===== src/rtl/fourand_stim_gen.sv =====
// -----------------------------------------------------------------------------
// fourand_stim_gen
//   Clocked stimulus sequencer for the fourand gate block. While running it
//   produces one "tick" every TICK_DIV clocks. It toggles a on every tick,
//   b on every 2nd tick and c on every 3rd tick. After RUN_TICKS ticks it
//   stops and reports done.
//
// Ports
//   clk       in   system clock, rising edge
//   rst       in   asynchronous active-high reset
//   start     in   begin a run (level or pulse); ignored while running
//   stop      in   abort the run / leave DONE; wins over start
//   a, b, c   out  stimulus to fourand .a/.b/.c (registered)
//   busy      out  high while in RUN (registered)
//   done      out  high while in DONE (registered)
//   tick_cnt  out  ticks completed in the current or last run
//
// state | meaning
// ------+-------------------------------------------------------------
// IDLE  | waiting for start; outputs and counters cleared
// RUN   | dividing clk into ticks and toggling a/b/c
// DONE  | RUN_TICKS ticks completed; a/b/c and tick_cnt held
// -----------------------------------------------------------------------------
module fourand_stim_gen #(
    parameter int TICK_DIV  = 50,
    parameter int RUN_TICKS = 20,
    localparam int CW = $clog2(RUN_TICKS + 1)
) (
    input  logic          clk,
    input  logic          rst,
    input  logic          start,
    input  logic          stop,
    output logic          a,
    output logic          b,
    output logic          c,
    output logic          busy,
    output logic          done,
    output logic [CW-1:0] tick_cnt
);

    // With TICK_DIV == 1 the divider only ever holds 0, but it still needs one bit.
    localparam int DW = (TICK_DIV > 1) ? $clog2(TICK_DIV) : 1;

    typedef enum logic [1:0] {
        IDLE = 2'd0,
        RUN  = 2'd1,
        DONE = 2'd2
    } state_t;

    state_t        state, state_nxt;
    logic [DW-1:0] div, div_nxt;
    logic          m2, m2_nxt;
    logic [1:0]    m3, m3_nxt;
    logic          a_nxt, b_nxt, c_nxt;
    logic [CW-1:0] tick_cnt_nxt;
    logic          busy_nxt, done_nxt;
    logic          clr;
    logic          tick;

    assign tick = (div == DW'(TICK_DIV - 1));

    always_ff @(posedge clk or posedge rst) begin
        if (rst) begin
            state    <= IDLE;
            div      <= '0;
            m2       <= 1'b0;
            m3       <= 2'd0;
            a        <= 1'b0;
            b        <= 1'b0;
            c        <= 1'b0;
            tick_cnt <= '0;
            busy     <= 1'b0;
            done     <= 1'b0;
        end else begin
            state    <= state_nxt;
            div      <= div_nxt;
            m2       <= m2_nxt;
            m3       <= m3_nxt;
            a        <= a_nxt;
            b        <= b_nxt;
            c        <= c_nxt;
            tick_cnt <= tick_cnt_nxt;
            busy     <= busy_nxt;
            done     <= done_nxt;
        end
    end

    always_comb begin
        state_nxt    = state;
        div_nxt      = div;
        m2_nxt       = m2;
        m3_nxt       = m3;
        a_nxt        = a;
        b_nxt        = b;
        c_nxt        = c;
        tick_cnt_nxt = tick_cnt;
        clr          = 1'b0;

        case (state)
            IDLE: begin
                if (start && !stop) begin
                    state_nxt = RUN;
                    clr       = 1'b1;
                end
            end
            RUN: begin
                if (stop) begin
                    // a tick due on this edge is discarded along with the run
                    state_nxt = IDLE;
                    clr       = 1'b1;
                end else if (tick) begin
                    div_nxt      = '0;
                    a_nxt        = ~a;
                    m2_nxt       = ~m2;
                    // new m2 is 0 exactly when the old one was 1
                    if (m2)
                        b_nxt = ~b;
                    if (m3 == 2'd2) begin
                        m3_nxt = 2'd0;
                        c_nxt  = ~c;
                    end else begin
                        m3_nxt = m3 + 2'd1;
                    end
                    tick_cnt_nxt = tick_cnt + CW'(1);
                    if (tick_cnt == CW'(RUN_TICKS - 1))
                        state_nxt = DONE;
                end else begin
                    div_nxt = div + DW'(1);
                end
            end
            DONE: begin
                if (stop) begin
                    state_nxt = IDLE;
                    clr       = 1'b1;
                end else if (start) begin
                    state_nxt = RUN;
                    clr       = 1'b1;
                end
            end
            default: begin
                state_nxt = IDLE;
                clr       = 1'b1;
            end
        endcase

        if (clr) begin
            div_nxt      = '0;
            m2_nxt       = 1'b0;
            m3_nxt       = 2'd0;
            a_nxt        = 1'b0;
            b_nxt        = 1'b0;
            c_nxt        = 1'b0;
            tick_cnt_nxt = '0;
        end

        busy_nxt = (state_nxt == RUN);
        done_nxt = (state_nxt == DONE);
    end

endmodule


===== config.mk =====
export PLATFORM = sky130hd
export DESIGN_NAME = fourand_stim_gen
export DESIGN_NICKNAME = d
export VERILOG_FILES = /design/src/rtl/fourand_stim_gen.sv
export SDC_FILE = /design/constraint.sdc
export NUM_CORES = 1
export LEC_CHECK = 0
export CORE_ASPECT_RATIO = 1.4
export CORE_MARGIN = 2
export CORE_UTILIZATION = 45
export DETAILED_ROUTE_END_ITERATION = 10
export GPL_TIMING_DRIVEN = 0
export PLACE_DENSITY = 0.78
export SYNTH_ARGS = -nofsm -noshare
export SYNTH_HDL_FRONTEND = slang
export SYNTH_SLANG_ARGS = --single-unit

===== constraint.sdc =====
create_clock -name clk -period 1.6 [get_ports clk]
set_clock_uncertainty 0.2 [all_clocks]
set_input_delay 0.24 -clock clk [delete_from_list [all_inputs] [get_ports clk]]
set_output_delay 0.24 -clock clk [all_outputs]
set_load 0.01 [all_outputs]

==> results_dict.tcl, run 1 <==
set metrics [dict create \
    wirelength_mm 2.88 \
    powerDensity_nw_per_um2 920 \
    clockRootBuffer "clkbuf_4" \
    synth.distinct_cells 44 \
    hpwl_mm 1.70 \
    avgViaCountPerCell 5.46 \
    syn_avg_cell_area_um2 10.5 \
    yosys_most_used_dff "dfrtp_1" \
    fin_crit_ps 1730 \
    gp_congestion 0.776 \
    setup_ws_ps -129 \
    synth_seq_cells 21 \
    grt_util_all_layers_pct 21.8 \
    clk_pin_slew_ps 130 \
    violations "setup timing" \
    die_h_um 64.6 \
    synth_area_um2 1180 \
    syn_to_final_growth_pct 44.8 \
    grt_max_degree 22 \
    synthesis.instances 113 \
    fin_total_pwr_mw 1.57 \
    p_leak_nw 0.790 \
    first_pass_iters 4 \
    dieArea_um2 3060 \
    io_pins 14 \
    htreeDepth 1 \
    die_x_um 47.3 \
    row_count 22 \
    rsz0062_at_grt "true" \
    maxSlewViolCount 0 \
    holdWs_ps 29.5 \
    ir_drop_mv 0.620 \
    cts_buffers 3 \
    pre_cts_ws_ps -425 \
    cp-end-kind "flip-flop" \
    drtIter0Drc 18 \
    via_count 1049 \
    tns_ps -1180 \
    max_stage_delay_ps 460 \
    critPathRequiredTime_ps 1660 \
    wl_per_cell_um 15.0 \
    synth_edf_count 0 \
    synth_nets 120 \
    fin_crit_sh_pct 108 \
    antenna_found_initial 0 \
    worst-setup-path-type "flip-flop to flip-flop" \
    drv_cap 0 \
    worst_pin_slew_ps 806 \
    critPathSlowestCell "dfrtp_2" \
    drive_gt1_share_pct 47.4 \
    ys_seq_area_share_pct 44.5 \
    fmax_ghz 0.578 \
    synthArstFlopShare_pct 100 \
    cp_top_family "compound AO/OA/AOI/OAI gates" \
    worst_setup_path_start_kind "flip-flop" \
    critPathBufInv 2 \
    clockBufferDepth 2 \
    drt_drc_violations_left 0 \
    hold_viol 0 \
    outcome "complete, but fails checks" \
    antenna_left 0 \
    crit_fanout 4 \
    overflow 0 \
    finalSetupViolCount 17 \
    cts_tree "yes" \
    grt_pass1_vias 1105 \
    ys_warn_count 0 \
    worst_path_most_repeated_cell "buf_4" \
    path_cells "buf_4 > o21ai_4 > o31a_1 > buf_4 > a31oi_1 > o21ai_1" \
    fin_cells 192 \
    port_buffers 12 \
    critPathArrivalTime_ps 1790 \
    initial_utilization_pct 46.1 \
    cts_sinks 21 \
    hp-class "input pin to flip-flop" \
    num-nets-final 164 \
    core_um2 2560 \
    dp.cells 161 \
    grt_pass1_wl_mm 4.82 \
    num_antenna_cells 0 \
    slew_headroom_pct 46.2 \
    clk_latency_ps 320 \
]
kinds of logic (layout without fill, tap and decap cells):
logic type	Yosys count	count (layout)	share of synthesized area (%)
AOI/OAI and AO/OA	26	26	17.7
xor gates and xnor gates	4	4	2.97
adders and majority gates	3	3	3.18
buffers and inverters	12	55	6.04
DFF	21	21	44.5
muxes	4	4	3.81
and+or+nand+nor	43	43	21.8
metal layers:
metal  wire length, um  up-vias  global-route usage (%)
met1              1240      534                    25.9
met5                 0        -                       0
li1                  -      494                       -
met2              1540       16                    36.7
met3                72        5                    3.34
met4                31        0                    9.72
cell usage after synthesis, types with 2 or more instances:
master | count | area share (%)
xor2_1 | 4 | 3.0
nor2_1 | 9 | 2.9
nand3_1 | 3 | 1.3
buf_6 | 3 | 2.9
inv_1 | 7 | 2.2
o2111ai_1 | 4 | 3.0
nor2b_1 | 5 | 2.6
or2_2 | 2 | 1.1
and2_1 | 2 | 1.1
nand2_1 | 6 | 1.9
and4b_2 | 2 | 1.9
o21ai_1 | 4 | 1.7
dfrtp_1 | 21 | 44
o21ai_0 | 2 | 0.85
a22o_2 | 2 | 1.7
or2_1 | 2 | 1.1
mux2i_1 | 3 | 2.5
nor2_2 | 3 | 1.6
o22ai_1 | 2 | 1.1
ha_1 | 3 | 3.2
cells in the final DEF (no fill, tap or decap), types with 2 or more instances in the layout:
master,n
buf_4,25
dfrtp_1,18
nor2_1,8
dlygate4sd2_1,8
buf_6,6
nand2_1,6
inv_1,6
o21ai_1,5
nor2b_1,5
xor2_1,4
nor2_4,3
mux2i_1,3
ha_2,3
clkbuf_4,3
dfrtp_2,3
and2_4,2
nand3_2,2
or2_2,2
a22o_2,2
and4b_2,2
o2111ai_2,2
o2111ai_1,2
clkdlybuf4s50_1,2
tightest hold or removal path: stages:
cell      delay, ps
buf_6           110
nand4b_1        110
o21ai_1          60
what timing repair did:
action | CTS | global route
setup buffers | 23 | 6
hold endpoints to repair | 4 | 0
pin swaps | 13 | 9
hold buffers | 1 | 0
gates cloned | 1 | 0
endpoints found under the setup margin | 31 | 20
resized for setup | 29 | 11
through the flow:
| step | util, % | instance area [um^2] |
|---|---|---|
| 2_1_floorplan | - | 1220 |
| 3_3_place_gp | 54.3 | 1390 |
| 3_5_place_dp | 54.3 | 1390 |
| 4_1_cts | 64.0 | 1640 |
| 5_1_grt | 66.8 | 1710 |
| 6_report | 66.8 | 1710 |
power by group:
| group | leakage, nW | switching (mW) | internal, mW |
|---|---|---|---|
| Clock | 0.0177 | 0.182 | 0.0938 |
| Combinational | 0.497 | 0.288 | 0.334 |
| Sequential | 0.276 | 0.0739 | 0.602 |
final cells by class:
class	instances	area [um^2]
fill	187	850
multi-input combinational	80	712
sequential	21	529
timing repair buffer	41	337
tap	36	45.0
buffer	3	33.8
inverter	7	26.3
clock buffer	3	22.5
clock inverter	1	5.00
path summary, 6_finish.rpt:
kind                                     from                       to  cells past startpoint  slack [ps]
setup / recovery           state[1]$_DFF_PP0_       div[5]$_DFFE_PP0P_                      6        -130
hold / removal                           stop  tick_cnt[1]$_DFFE_PP0P_                      3          30
setup reg to reg           state[1]$_DFF_PP0_       div[5]$_DFFE_PP0P_                      6        -130
hold reg to reg                 a$_DFFE_PP0P_            a$_DFFE_PP0P_                      1         290
max in group asynchronous                 rst       div[3]$_DFFE_PP0P_                      2         490
min in group asynchronous                 rst            c$_DFFE_PP0P_                      2         160
registers in the layout, summed over array words and instances (netlist names):
register  count
tick_cnt      5
div           6
m3            2
m2            1
a             1
b             1
done          1
busy          1
state         2
c             1
Power figures use the tool's default switching activity.
==> run 2, diff against run 1 <==
- CTS_BUF_LIST: unset -> sky130_fd_sc_hd__clkbuf_8
- TNS_END_PERCENT: unset -> 10
==> run 2 against run 1 <==
  * The flow still finishes with violations (setup timing)
  * Largest power group unchanged
  * Worst setup slack better by 18 ps
  * Utilization shrank 5.4 points
  * Via count fell by 5.6%
  * Die area did not move
  * Register-to-register slack better by 20 ps
  * Critical endpoint unchanged
  * Flip-flop and latch count unchanged
  * Non-clock buffer count fell by 15
  * Critical path type unchanged
  * Final cell count down 7.8%
==> results_dict.tcl, run 2 (synthesis results as in run 1) <==
set metrics [dict create \
    violations "setup timing" \
    die_h_um 64.6 \
    cp-end-kind "flip-flop" \
    clockRootBuffer "clkbuf_8" \
    fillers 213 \
    critPathRequiredTime_ps 1600 \
    wirelength_mm 2.64 \
    ff_latch_area_um2 531 \
    avgViaCountPerCell 5.59 \
    cts_sinks 21 \
    fin_crit_ps 1710 \
    initial_utilization_pct 46.1 \
    rsz0062_at_grt "true" \
    hpwl_mm 1.70 \
    antenna_left 0 \
    clk_pin_slew_ps 80 \
    port_buffers 12 \
    regToRegSetupSlack_ps -110 \
    wl_per_cell_um 14.9 \
    drive_gt1_share_pct 34.8 \
    powerDensity_nw_per_um2 964 \
    fin_crit_sh_pct 107 \
    cts_tree "yes" \
    worst-setup-path-type "flip-flop to flip-flop" \
    final_cell_mix "dfrtp_1, buf_4, nor2_1" \
    fmax_ghz 0.584 \
    largest_reg_flops 6 \
    dieArea_um2 3060 \
    hp-class "input pin to flip-flop" \
    drt_drc_violations_left 0 \
    grt_max_degree 22 \
    drv_cap 0 \
    io_pins 14 \
    clk_latency_ps 270 \
    row_count 22 \
    holdWs_ps 111 \
    gp_congestion 0.841 \
    finalSetupViolCount 20 \
    num_antenna_cells 0 \
    antenna_found_initial 0 \
    overflow 0 \
    dp.cells 161 \
    multiInputGateArea_um2 661 \
    final_common_cell "dfrtp_1" \
    critPathArrivalTime_ps 1710 \
    worst_setup_path_start_kind "flip-flop" \
    grt_pass1_wl_mm 4.58 \
    top_regs "div (6), tick_cnt (5)" \
    grt_pass1_vias 1021 \
    htreeDepth 1 \
    core_um2 2560 \
    syn_to_final_growth_pct 33.2 \
    grt_util_all_layers_pct 20.4 \
    outcome "complete, but fails checks" \
    cts_buffers 3 \
    num-nets-final 149 \
    fin_cells 177 \
    first_pass_iters 4 \
    die_x_um 47.3 \
    drtIter0Drc 23 \
    clockBufferDepth 2 \
    crit_fanout 7 \
    setup_ws_ps -111 \
    worst_pin_slew_ps 803 \
    ir_drop_mv 0.656 \
    p_leak_nw 0.748 \
    regMostFlops "div" \
    slew_headroom_pct 46.4 \
    via_count 990 \
    hold_viol 0 \
    maxSlewViolCount 0 \
]
run 2: changes by cell type in the layout (fill, tap and decap cells not counted), moves of 2 or more:
| cell | previous run | this run |
|---|---|---|
| nand3_1 | 1 | 3 |
| buf_6 | 6 | 3 |
| clkbuf_8 | 0 | 3 |
| clkbuf_4 | 3 | 0 |
| buf_4 | 25 | 12 |
| o2111ai_2 | 2 | 0 |
| dlymetal6s2s_1 | 0 | 2 |
| o2111ai_1 | 2 | 4 |
| o21ai_1 | 5 | 3 |
run 2: where the power goes:
group	switching [mW]	internal (mW)	total (mW)
combinational	0.215	0.242	0.457
clock	0.186	0.174	0.360
sequential	0.0983	0.600	0.698
run 2: final timing paths:
kind	cells after the start	start	to
min reg2reg	1	a$_DFFE_PP0P_	a$_DFFE_PP0P_
max	4	div[2]$_DFFE_PP0P_	div[5]$_DFFE_PP0P_
min	3	stop	tick_cnt[1]$_DFFE_PP0P_
max reg2reg	4	div[2]$_DFFE_PP0P_	div[5]$_DFFE_PP0P_
min in group asynchronous	2	rst	c$_DFFE_PP0P_
max in group asynchronous	2	rst	tick_cnt[3]$_DFFE_PP0P_
run 2: routing by layer:
layer / up-vias / wire length (um) / GRT usage, %
met4: 0 / 119 / 10.1
met5: - / 0 / 0
met3: 17 / 94 / 4.46
li1: 461 / - / -
met2: 30 / 1370 / 32.1
met1: 482 / 1060 / 25.3
run 2: timing repair:
action | CTS | global route
setup buffers | 8 | 4
gates cloned | 0 | 0
resized for setup | 19 | 10
pin swaps | 6 | 4
hold buffers | 1 | 0
endpoints found under the setup margin | 29 | 22
endpoints found under the hold margin | 4 | 0
run 2: through the flow:
step	power (mW)	util (%)	TNS, ps	area [um^2]	setup WS, ps
after global routing	1.58	61.4	-2150	1570	-186
after detailed placement	1.04	53.5	-6270	1370	-405
final	1.52	61.4	-911	1570	-111
after CTS	1.50	59.4	-1110	1520	-112
after floorplan	0.928	-	-561	1200	-79.6
after global placement	1.01	53.5	-5380	1370	-371
run 2: layout make-up:
type,instances,area share (%)
multi-input combinational,80,42.0
timing repair buffer,25,13.7
clock inverter,1,0.318
buffer,4,3.10
inverter,7,1.67
sequential,21,33.7
tap,36,2.86
clock buffer,3,2.63
run 2: worst max-delay path, cell delays in order, from the launching register on:
cell and delay [ps]:
dfrtp_1 510, nand3_1 170, or2_1 270, or4_1 400, o21ai_1 80
